--- src/rtl/scan_controller_if.sv ---
// rtl/scan_controller_if.sv - layout/change handshake between scan_controller and the MCU link
interface scan_controller_if;
  logic [63:0] layout;
  logic [63:0] change;
  logic        layout_valid;
  logic        layout_ready;

  modport master (
    output layout,
    output change,
    output layout_valid,
    input  layout_ready
  );

  modport slave (
    input  layout,
    input  change,
    input  layout_valid,
    output layout_ready
  );
endinterface

--- src/rtl/scan_controller.sv ---
// rtl/scan_controller.sv - 8x8 reed matrix row scanner with frame debounce and change reporting
module scan_controller #(
  parameter int SETTLE_CYCLES = 16,
  parameter int STABLE_FRAMES = 4
) (
  input  logic             clk,
  input  logic             reset,
  input  logic             enable,
  input  logic [7:0]       c,
  output logic [7:0]       r,
  scan_controller_if.master link
);

  localparam logic [7:0] SETTLE_LAST = 8'(SETTLE_CYCLES - 1);
  localparam logic [3:0] STABLE4     = 4'(STABLE_FRAMES);
  localparam logic [4:0] STABLE5     = 5'(STABLE_FRAMES);

  typedef enum logic [1:0] {
    S_IDLE,
    S_DRIVE,
    S_COMPARE,
    S_PRESENT
  } state_t;

  state_t      state, state_n;
  logic [2:0]  row;
  logic [7:0]  cnt;
  logic [7:0]  c_m, c_s;
  logic [63:0] frame, cand;
  logic [3:0]  m, m_next;
  logic [4:0]  m_sum;
  logic [63:0] layout_q, change_q;
  logic        valid_q;
  logic        row_done, accept;

  assign link.layout       = layout_q;
  assign link.change       = change_q;
  assign link.layout_valid = valid_q;

  always_comb begin
    state_n  = state;
    r        = 8'h00;
    row_done = (state == S_DRIVE) && (cnt == SETTLE_LAST);
    m_sum    = {1'b0, m} + 5'd1;
    if (frame == cand) begin
      m_next = (m_sum >= STABLE5) ? STABLE4 : m_sum[3:0];
    end else begin
      m_next = 4'd1;
    end
    // Only a debounced frame that differs from the published layout is offered.
    accept = (m_next == STABLE4) && (frame != layout_q);

    unique case (state)
      S_IDLE: begin
        if (enable) state_n = S_DRIVE;
      end
      S_DRIVE: begin
        r = 8'h01 << row;
        if (row_done && row == 3'd7) state_n = S_COMPARE;
      end
      S_COMPARE: begin
        if (accept)      state_n = S_PRESENT;
        else if (enable) state_n = S_DRIVE;
        else             state_n = S_IDLE;
      end
      S_PRESENT: begin
        if (valid_q && link.layout_ready) state_n = enable ? S_DRIVE : S_IDLE;
      end
      default: state_n = S_IDLE;
    endcase
  end

  always_ff @(posedge clk) begin
    if (!reset) state <= S_IDLE;
    else        state <= state_n;
  end

  always_ff @(posedge clk) begin
    if (!reset) begin
      c_m      <= 8'h00;
      c_s      <= 8'h00;
      row      <= 3'd0;
      cnt      <= 8'd0;
      frame    <= 64'd0;
      cand     <= 64'd0;
      m        <= 4'd0;
      layout_q <= 64'd0;
      change_q <= 64'd0;
      valid_q  <= 1'b0;
    end else begin
      c_m <= c;
      c_s <= c_m;
      unique case (state)
        S_IDLE: begin
          row <= 3'd0;
          cnt <= 8'd0;
        end
        S_DRIVE: begin
          if (row_done) begin
            // Row k lands in the byte starting at bit 8*(7-k); ~row is 7-row.
            frame[{~row, 3'b000} +: 8] <= c_s;
            cnt <= 8'd0;
            row <= row + 3'd1;
          end else begin
            cnt <= cnt + 8'd1;
          end
        end
        S_COMPARE: begin
          cand <= frame;
          m    <= m_next;
          row  <= 3'd0;
          cnt  <= 8'd0;
          if (accept) begin
            layout_q <= frame;
            change_q <= frame ^ layout_q;
            valid_q  <= 1'b1;
          end
        end
        S_PRESENT: begin
          if (valid_q && link.layout_ready) valid_q <= 1'b0;
        end
        default: begin
          row <= 3'd0;
          cnt <= 8'd0;
        end
      endcase
    end
  end

endmodule

--- src/flat_wrapper.sv ---
// flat-port wrapper written by rule: the top's interface ports become plain ports
module scan_controller_flat 
#(
  parameter int SETTLE_CYCLES = 16,
  parameter int STABLE_FRAMES = 4
)
  (clk, reset, enable, c, r, link_layout, link_change, link_layout_valid, link_layout_ready);
  scan_controller_if link_i ();
  input  logic clk;
  input  logic reset;
  input  logic enable;
  input  logic [7:0] c;
  output logic [7:0] r;
  output wire logic [$bits(link_i.layout)-1:0] link_layout;
  output wire logic [$bits(link_i.change)-1:0] link_change;
  output wire logic [$bits(link_i.layout_valid)-1:0] link_layout_valid;
  input wire logic [$bits(link_i.layout_ready)-1:0] link_layout_ready;
  assign link_layout = link_i.layout;
  assign link_change = link_i.change;
  assign link_layout_valid = link_i.layout_valid;
  assign link_i.layout_ready = link_layout_ready;
  scan_controller #(.SETTLE_CYCLES(SETTLE_CYCLES), .STABLE_FRAMES(STABLE_FRAMES)) u_core (.clk(clk), .reset(reset), .enable(enable), .c(c), .r(r), .link(link_i));
endmodule
--- config.mk ---
export PLATFORM = sky130hd
export DESIGN_NAME = scan_controller_flat
export DESIGN_NICKNAME = d
export VERILOG_FILES = /design/src/rtl/scan_controller_if.sv /design/src/rtl/scan_controller.sv /design/src/flat_wrapper.sv
export SDC_FILE = /design/constraint.sdc
export NUM_CORES = 1
export LEC_CHECK = 0
export ABC_AREA = 1
export CAP_MARGIN = 20
export CORE_ASPECT_RATIO = 1.2
export CORE_MARGIN = 1.5
export CORE_UTILIZATION = 35
export CTS_CLUSTER_SIZE = 30
export DETAILED_ROUTE_END_ITERATION = 7
export SYNTH_ARGS = -nofsm -noshare
export SYNTH_HDL_FRONTEND = slang
export SYNTH_SLANG_ARGS = --single-unit
--- constraint.sdc ---
create_clock -name clk -period 3.7 [get_ports clk]
set_clock_uncertainty 0.15 [all_clocks]
set_input_delay 0.37 -clock clk [delete_from_list [all_inputs] [get_ports clk]]
set_output_delay 0.37 -clock clk [all_outputs]
set_load 0.1 [all_outputs]
* Yosys cells after proc, flatten, opt, wreduce, memory -nomap -nowiden
Cells that the tools add are included.
Word-level totals: flip-flop bits (word level) 290, input bits 12
Operators by class: add/subtract/negate cells 4, $lt $le $gt $ge 1, equality and inequality tests 13, shift operators 3, muxes and demuxes 17, bitwise logic cells 2, reductions and logical operators 13
Operators with widths (count):
- 64-bit bitwise mux | 1
- 64-bit equality test | 1
- 64-bit inequality test | 1
- 8-bit by 8-bit variable shift with 64-bit output, first input constant | 1
- 8-bit by 8-bit indexed part select with 64-bit output | 1
- 64-bit XOR | 1
- 8-bit 2-to-1 mux | 2
- 8-bit one-hot mux with 2 select lines | 1
- 8-bit by 1-bit adder with 8-bit output, second input constant | 1
- 8-bit by 4-bit equality test with 1-bit output, second input constant | 1
- 2-bit 2-to-1 mux | 4
- 4-bit 2-to-1 mux | 2
- 6-bit negator with 8-bit output | 1
- 2-bit one-hot mux with 4 select lines | 1
- 1-bit by 3-bit left shift with 8-bit output, first input constant | 1
- 2-bit by 1-bit inequality test with 1-bit output, second input constant | 3
- 3-bit one-hot mux with 2 select lines | 1
- 2-bit AND reduction | 3
- 3-bit AND reduction | 2
- 4-bit by 1-bit adder with 5-bit output, second input constant | 1
- 5-bit by 3-bit >= comparator with 1-bit output, second input constant | 1
- 2-bit equality test, second input constant | 2
- 4-bit by 3-bit equality test with 1-bit output, second input constant | 1
- 1-bit logical AND | 4
- 11 further kinds | 15

* Longest topological paths before layout
Gate-level depths: netlist of run 1.
depth in word-level cells 8, mapped depth 16, depth with buffers taken out 14

* Worst setup path after synthesis of run 1
Ideal clock, no wire load.
path type reg2out, start point reg u_core.row[0], end point out r[0], arrival 3.122 ns, setup slack 0.058 ns, stages on the path, launching flop included 7, cells stage by stage dfxtp_1 > clkbuf_1 > inv_1 > clkbuf_1 > ha_1 > inv_1 > nor3_1
On the way: longest elaborated chain between the ends 2
Ends and longest elaborated chain:
- from (decl) | line scan_controller.sv:26 | logic [2:0] row;
- from (signal assigned) | line scan_controller.sv:103 | row <= row + 3'd1;
- 1-bit by 3-bit left shift with 8-bit output | line scan_controller.sv:58 | r = 8'h01 << row;
- 8-bit 2-to-1 mux | line scan_controller.sv:53 | unique case (state)
- to (decl) | line flat_wrapper.sv:13 | output logic [7:0] r;
Every way passes these cells.

* Worst setup path after layout of run 1
start point reg u_core.row[0], end point reg u_core.frame[44]
On the way: longest elaborated chain between the ends 4
Ends and longest elaborated chain:
- 3-bit NOT * | line scan_controller.sv:101 | frame[{~row, 3'b000} +: 8] <= c_s;
- 6-bit negator with 8-bit output * | line scan_controller.sv:101
- 8-bit by 8-bit indexed part select with 64-bit output or 8-bit by 8-bit variable shift with 64-bit output (tied branches) | line scan_controller.sv:101
- 64-bit bitwise mux * | line scan_controller.sv:101
- to (signal, indexed assignment) | line scan_controller.sv:101
- to (decl) | line scan_controller.sv:29 | logic [63:0] frame, cand;
Mark *: on every way between the ends. The rest lies on a longest branch, timed or not. A chain may end at the register's enable or synchronous reset.

==> metrics.yaml, run 1 <==
antenna_found_initial: 0
power_mw: 7.02
worst_pin_slew_ps: 1060
row_count: 78
maxCapViolations: 0
initial_core_util: 0.355
multiInputGateArea_um2: 6020
nets: 2171
powerDensity_nw_per_um2: 430
drtIter0Drc: 955
vias: 12200
post-synth-top-count-cell: "nand2_1"
max-vdd-ir-drop_mv: 0.383
met3_length_um: 2080
critPathMaxFanout: 17
crit_type: "reg -> reg"
cts.clk_slew.worst_paths_ps: 70
p_seq_frac: 0.470
cp_slowest_cell: "nor3_1"
seq_area_um2: 5810
finalSetupViolCount: 0
finalCriticalPeriod_ps: 3150
yosys_warnings: 0
synth_edf_count: 0
portBuffers: 148
final_hold_viol_count: 0
clock_path_buffers: 3
drive_above_1_share: 0.0474
critPathArrivalTime_ps: 3480
run_status: "complete, no violations"
finalCritPeriodShare: 0.852
p_switching_mw: 1.73
fin_util: 0.432
drc: 0
globalplace.congestion: 0.895
critical_path_required_ps: 4030
dieArea_um2: 39500
async_flop_share: 0
fmax_mhz: 317
num-fill-cells: 3933
syn_nets: 2061
track_usage: 0.193
viasPerCell: 4.59
dp_cells: 2598
ios: 149
fp.dieH_um: 217
met2WireLength_um: 17500
critPathCaptureType: "register"
path_cells: "ha_1 > ha_1 > clkinv_1 > nor3_1 > inv_1 > nor2_1 > nor2_1 > a211oi_1"
antennaDiodeCount: 0
hpwl_um: 27700
p_leak_nw: 8.17
fin_cells: 2654
wl_per_cell_um: 14.6
overflow: 0
firstDrtPassIters: 7
grt_setup_unrepaired: "false"
ant_nets: 0
min_path_type: "in -> reg"
cts_tree: "built"
drv_slew: 0
fin_tns_setup_ps: 0
syn-mean-instance-area_um2: 6.57
switching_share: 0.246
grt_max_degree: 109
synth_top_cell_area_share: 0.433
seq_area_frac_synth: 0.433
cts_resized: 0
route.layer.met1.wl_um: 17900
setup.worst_path.start_class: "register"
clock_latency_ps: 570
finalWirelength_um: 38600
synth_common_cells: "nand2_1 (575), nor2_1 (385), dfxtp_1 (290), inv_1 (290)"
netlist_instances: 2040
core_um2: 37800
synth.distinct_cells: 26
synth_seq_cells: 290
cts_sinks: 290
internal-power_mw: 5.30
postCtsSetupBuffers: 0
clockRootBuffer: "clkbuf_16"
relSlewSlack: 0.292
die_w_um: 182
area_growth_syn_to_layout_pct: 21.8
htreeDepth: 1
grt_pass1_vias: 11000
ys_top_cells_by_area: "dfxtp_1 (43%), nand2_1 (16%), nor2_1 (11%)"
critPathMaxStageDelay_ps: 540
numCtsBuffers: 30
highest_layer: "met4"
yosys.area.top_type: "dfxtp_1"
clock_power_share: 0.454
syn_area_um2: 13400
cts_hold_buf: 0
ys.flop_type: "dfxtp_1"
grt_pass1_wl_um: 60600
pwr-share-comb: 0.076
## cells by family (layout without fill, tap and decap cells)
logic type | count (synthesis) | after routing | synth area share
flops | 290 | 290 | 0.433
buf+inv | 406 | 540 | 0.118
simple gates | 1048 | 1048 | 0.308
xor+xnor | 64 | 64 | 0.0418
compound gates | 223 | 223 | 0.0898
fa+ha+maj | 9 | 9 | 0.00840
## final timing paths
| path | from | to | slack [ps] | depth (start not counted) |
|---|---|---|---|---|
| hold reg to reg | u_core.c_m[7] | u_core.c_s[7] | 260 | 2 |
| setup reg to reg | u_core.row[0] | u_core.frame[44] | 550 | 8 |
| setup / recovery | u_core.row[0] | u_core.frame[44] | 550 | 8 |
| hold / removal | reset | u_core.link.layout[49] | 40 | 3 |
## placed cells by master (no fill, tap or decap), drive strengths merged
cell,count
clkinvlp,4
o211a,2
clkbuf,41
buf,29
xnor2,22
a21oi,95
nand3,18
clkdlybuf4s50,139
a211oi,29
inv,309
nand4,53
o21ai,95
clkinv,14
nor4,1
bufinv,4
ha,9
nor3,13
nand2,575
xor2,42
nor2,388
o22ai,1
dfxtp,290
o221ai,1
## power groups by stage
stage / Sequential [mW] / Clock, mW / Combinational (mW)
4_1_cts: 3.30 / 3.26 / 0.540
3_5_place_dp: 3.36 / 0 / 0.538
5_1_grt: 3.31 / 3.38 / 0.608
3_3_place_gp: 3.36 / 0 / 0.530
2_1_floorplan: 3.35 / 0 / 0.390
6_report: 3.30 / 3.19 / 0.535
## metrics by stage
step / hold WS [ps] / area (um2) / setup WS, ps
after floorplan: 240 / 13400 / 58.1
after global placement: 248 / 15300 / 723
after detailed placement: 247 / 15300 / 633
after CTS: 28.8 / 16300 / 637
after global routing: 62.5 / 16300 / 172
final: 44.3 / 16300 / 546
## layout make-up
type / instances / area share
Sequential cell: 290 / 0.356
Clock inverter: 15 / 0.0116
Inverter: 316 / 0.0727
Clock buffer: 41 / 0.0523
Tap cell: 480 / 0.0368
Timing Repair Buffer: 168 / 0.102
Multi-Input combinational cell: 1344 / 0.369
## metal layers
| layer | up-vias | global-route usage |
|---|---|---|
| met3 | 59 | 0.0246 |
| met2 | 329 | 0.317 |
| met5 | - | 0 |
| met4 | 0 | 0.0678 |
| met1 | 5382 | 0.260 |
| li1 | 6411 | - |
## state kept, by name, indices dropped and copies added (netlist names)
register	cells
u_core.cand	64
u_core.frame	64
u_core.link.change	64
u_core.link.layout	64
u_core.c_m	8
u_core.c_s	8
u_core.cnt	8
u_core.m	4
u_core.row	3
u_core.state	2
u_core.link.layout_valid	1
## worst max-delay path: cells and delay by family, from the launching register on
family | cells | cell delay [ps]
AND/OR/NAND/NOR | 3 | 1010
flip-flops | 1 | 400
buffers and inverters | 2 | 580
adder cells (fa/ha/maj) | 2 | 760
AO/OA/AOI/OAI | 1 | 180
No activity file was read; power rests on OpenSTA's default activity.
==> inputs of run 2 (changes only) <==
--- a/config.mk
+++ b/config.mk
@@ -12,6 +12,7 @@
 export CORE_UTILIZATION = 35
 export CTS_CLUSTER_SIZE = 30
 export DETAILED_ROUTE_END_ITERATION = 7
+export GPL_ROUTABILITY_DRIVEN = 0
 export SYNTH_ARGS = -nofsm -noshare
 export SYNTH_HDL_FRONTEND = slang
 export SYNTH_SLANG_ARGS = --single-unit
==> constraint.sdc (replaced) <==
create_clock -name clk -period 3.7 [get_ports clk]
set_clock_uncertainty 0.15 [all_clocks]
set_input_delay 0.74 -clock clk [delete_from_list [all_inputs] [get_ports clk]]
set_output_delay 0.74 -clock clk [all_outputs]
set_load 0.1 [all_outputs]
==> metrics.yaml, run 2 (synthesis gave the netlist of run 1 again) <==
finalSetupViolCount: 0  # unchanged
cp_slowest_cell: "nor3_1"  # unchanged
crit_path_end: "u_core.frame[43]"  # was u_core.frame[44]
antennaDiodeCount: 0  # unchanged
clock_latency_ps: 570  # about the same
mostFrequentLayoutCells: "nand2_1 (575), nor2_1 (384), inv_1 (290), dfxtp_1 (290)"  # was nand2_1 (575), nor2_1 (384), inv_1 (290), dfxtp_1 (290), clkdlybuf4s50_1 (139)
numCtsBuffers: 31  # was 30
fin_util: 0.427  # was 0.432
portBuffers: 148  # unchanged
run_status: "complete, no violations"  # unchanged
grt_pass1_vias: 11100  # was 11.0k
clockRootBuffer: "clkbuf_16"  # unchanged
num-fill-cells: 3885  # was 3933
postCtsSetupBuffers: 0  # unchanged
htreeDepth: 1  # unchanged
core_um2: 37800  # unchanged
grt_setup_unrepaired: "false"  # unchanged
dieArea_um2: 39500  # unchanged
area_growth_syn_to_layout_pct: 20.4  # was 21.8%
setup_slack_ps: 527  # was 546 ps
finalCritPeriodShare: 0.858  # was 0.852
fmax_mhz: 315  # was 317 MHz
hpwl_um: 27300  # was 27700 um
row_count: 78  # unchanged
place_ws_ps: 630  # was 633 ps
cts_sinks: 290  # unchanged
die_w_um: 182  # unchanged
final_common_cell: "nand2_1"  # unchanged
cts_hold_buf: 0  # unchanged
r2r-end: "u_core.frame[43]"  # was u_core.frame[44]
whs_ps: 249  # was 44.3 ps
overflow: 0  # unchanged
finalWirelength_um: 38200  # was 38600 um
clock_path_buffers: 3  # unchanged
r2r_cells: 8  # unchanged
cts_resized: 0  # unchanged
critical_path.top_delay_family: "simple AND/OR/NAND/NOR gates"  # unchanged
antenna_found_initial: 0  # unchanged
ant_nets: 0  # unchanged
final_hold_viol_count: 0  # unchanged
min_path_type: "reg -> reg"  # was in -> reg
cts.clk_slew.worst_paths_ps: 60  # was 70 ps
grt_pass1_wl_um: 60000  # was 60600 um
critPathCaptureType: "register"  # unchanged
viasPerCell: 4.61  # was 4.59
cts_tree: "built"  # unchanged
drc: 0  # unchanged
crit_cells: 8  # unchanged
critical_path_required_ps: 4020  # was 4030 ps
fp.dieH_um: 217  # unchanged
ios: 149  # unchanged
critPathMaxStageDelay_ps: 530  # was 540 ps
reg2reg_from: "u_core.row[0]"  # unchanged
nets: 2170  # was 2171
startpoint: "u_core.row[0]"  # unchanged
max-vdd-ir-drop_mv: 0.347  # was 0.383 mV
drtIter0Drc: 829  # was 955
p_leak_nw: 8.28  # was 8.17 nW
critPathArrivalTime_ps: 3490  # was 3480 ps
rrSetupSlack_ps: 530  # was 550 ps
crit_type: "reg -> reg"  # unchanged
critPathMaxFanout: 17  # unchanged
grt_max_degree: 92  # was 109
initial_core_util: 0.355  # unchanged
vias: 12200  # about the same
drv_slew: 0  # unchanged
wl_per_cell_um: 14.4  # was 14.6 um
drive_above_1_share: 0.0750  # was 0.0474
powerDensity_nw_per_um2: 432  # was 430 nW/um2
path_cells: "ha_1 > ha_1 > clkinv_1 > nor3_1 > inv_1 > nor2_1 > nor2_1 > a211oi_1"  # unchanged
relSlewSlack: 0.331  # was 0.292
worst_pin_slew_ps: 1000  # was 1060 ps
crit_buf_inv: 2  # unchanged
firstDrtPassIters: 5  # was 7
track_usage: 0.191  # was 0.193
setup.worst_path.start_class: "register"  # unchanged
finalCriticalPeriod_ps: 3170  # was 3150 ps
maxCapViolations: 0  # unchanged
run 2: where the power goes:
group	switching [mW]	leakage, nW	internal [mW]
clock	1.29	0.503	1.84
sequential	0.0699	2.35	3.23
combinational	0.366	5.44	0.176
total	1.72	8.28	5.25
run 2: worst min path at each step:
stage	end	depth (start not counted)	start	slack [ps]
after floorplan	u_core.c_s[0]	2	u_core.c_m[0]	240
after global placement	u_core.c_s[5]	2	u_core.c_m[5]	250
after detailed placement	u_core.c_s[7]	2	u_core.c_m[7]	250
after CTS	u_core.c_s[4]	2	u_core.c_m[4]	250
after global routing	u_core.c_s[4]	2	u_core.c_m[4]	260
final	u_core.c_s[3]	2	u_core.c_m[3]	250
run 2: final cells by class:
cell class,instances,area [um2],share of cell area
multi-input combinational,1344,6020,0.373
sequential,290,5810,0.360
timing repair buffer,166,1500,0.0927
inverter,316,1190,0.0735
clock buffer,41,863,0.0535
tap,480,601,0.0372
clock inverter,15,161,0.0100
run 2: per-layer routing:
metal | share of wire | track usage
met1 | 0.47 | 0.261
met2 | 0.45 | 0.309
met3 | 0.049 | 0.0241
met4 | 0.029 | 0.0669
met5 | 0 | 0
run 2: per-stage QoR:
step	instances	setup TNS, ps	power [mW]	cell area (um2)
6_report	2652	0	6.97	16100
5_1_grt	2652	0	7.25	16100
3_3_place_gp	2596	0	3.89	15100
2_1_floorplan	2040	-1250	3.74	13400
4_1_cts	2652	0	7.03	16100
3_5_place_dp	2596	0	3.90	15100
run 2: worst reg2reg max path, cell delays in order (launching register included):
cell and delay (ps):
dfxtp_1 400, ha_1 260, ha_1 510, clkinv_1 480, nor3_1 530, inv_1 110, nor2_1 380, nor2_1 70
a211oi_1 190
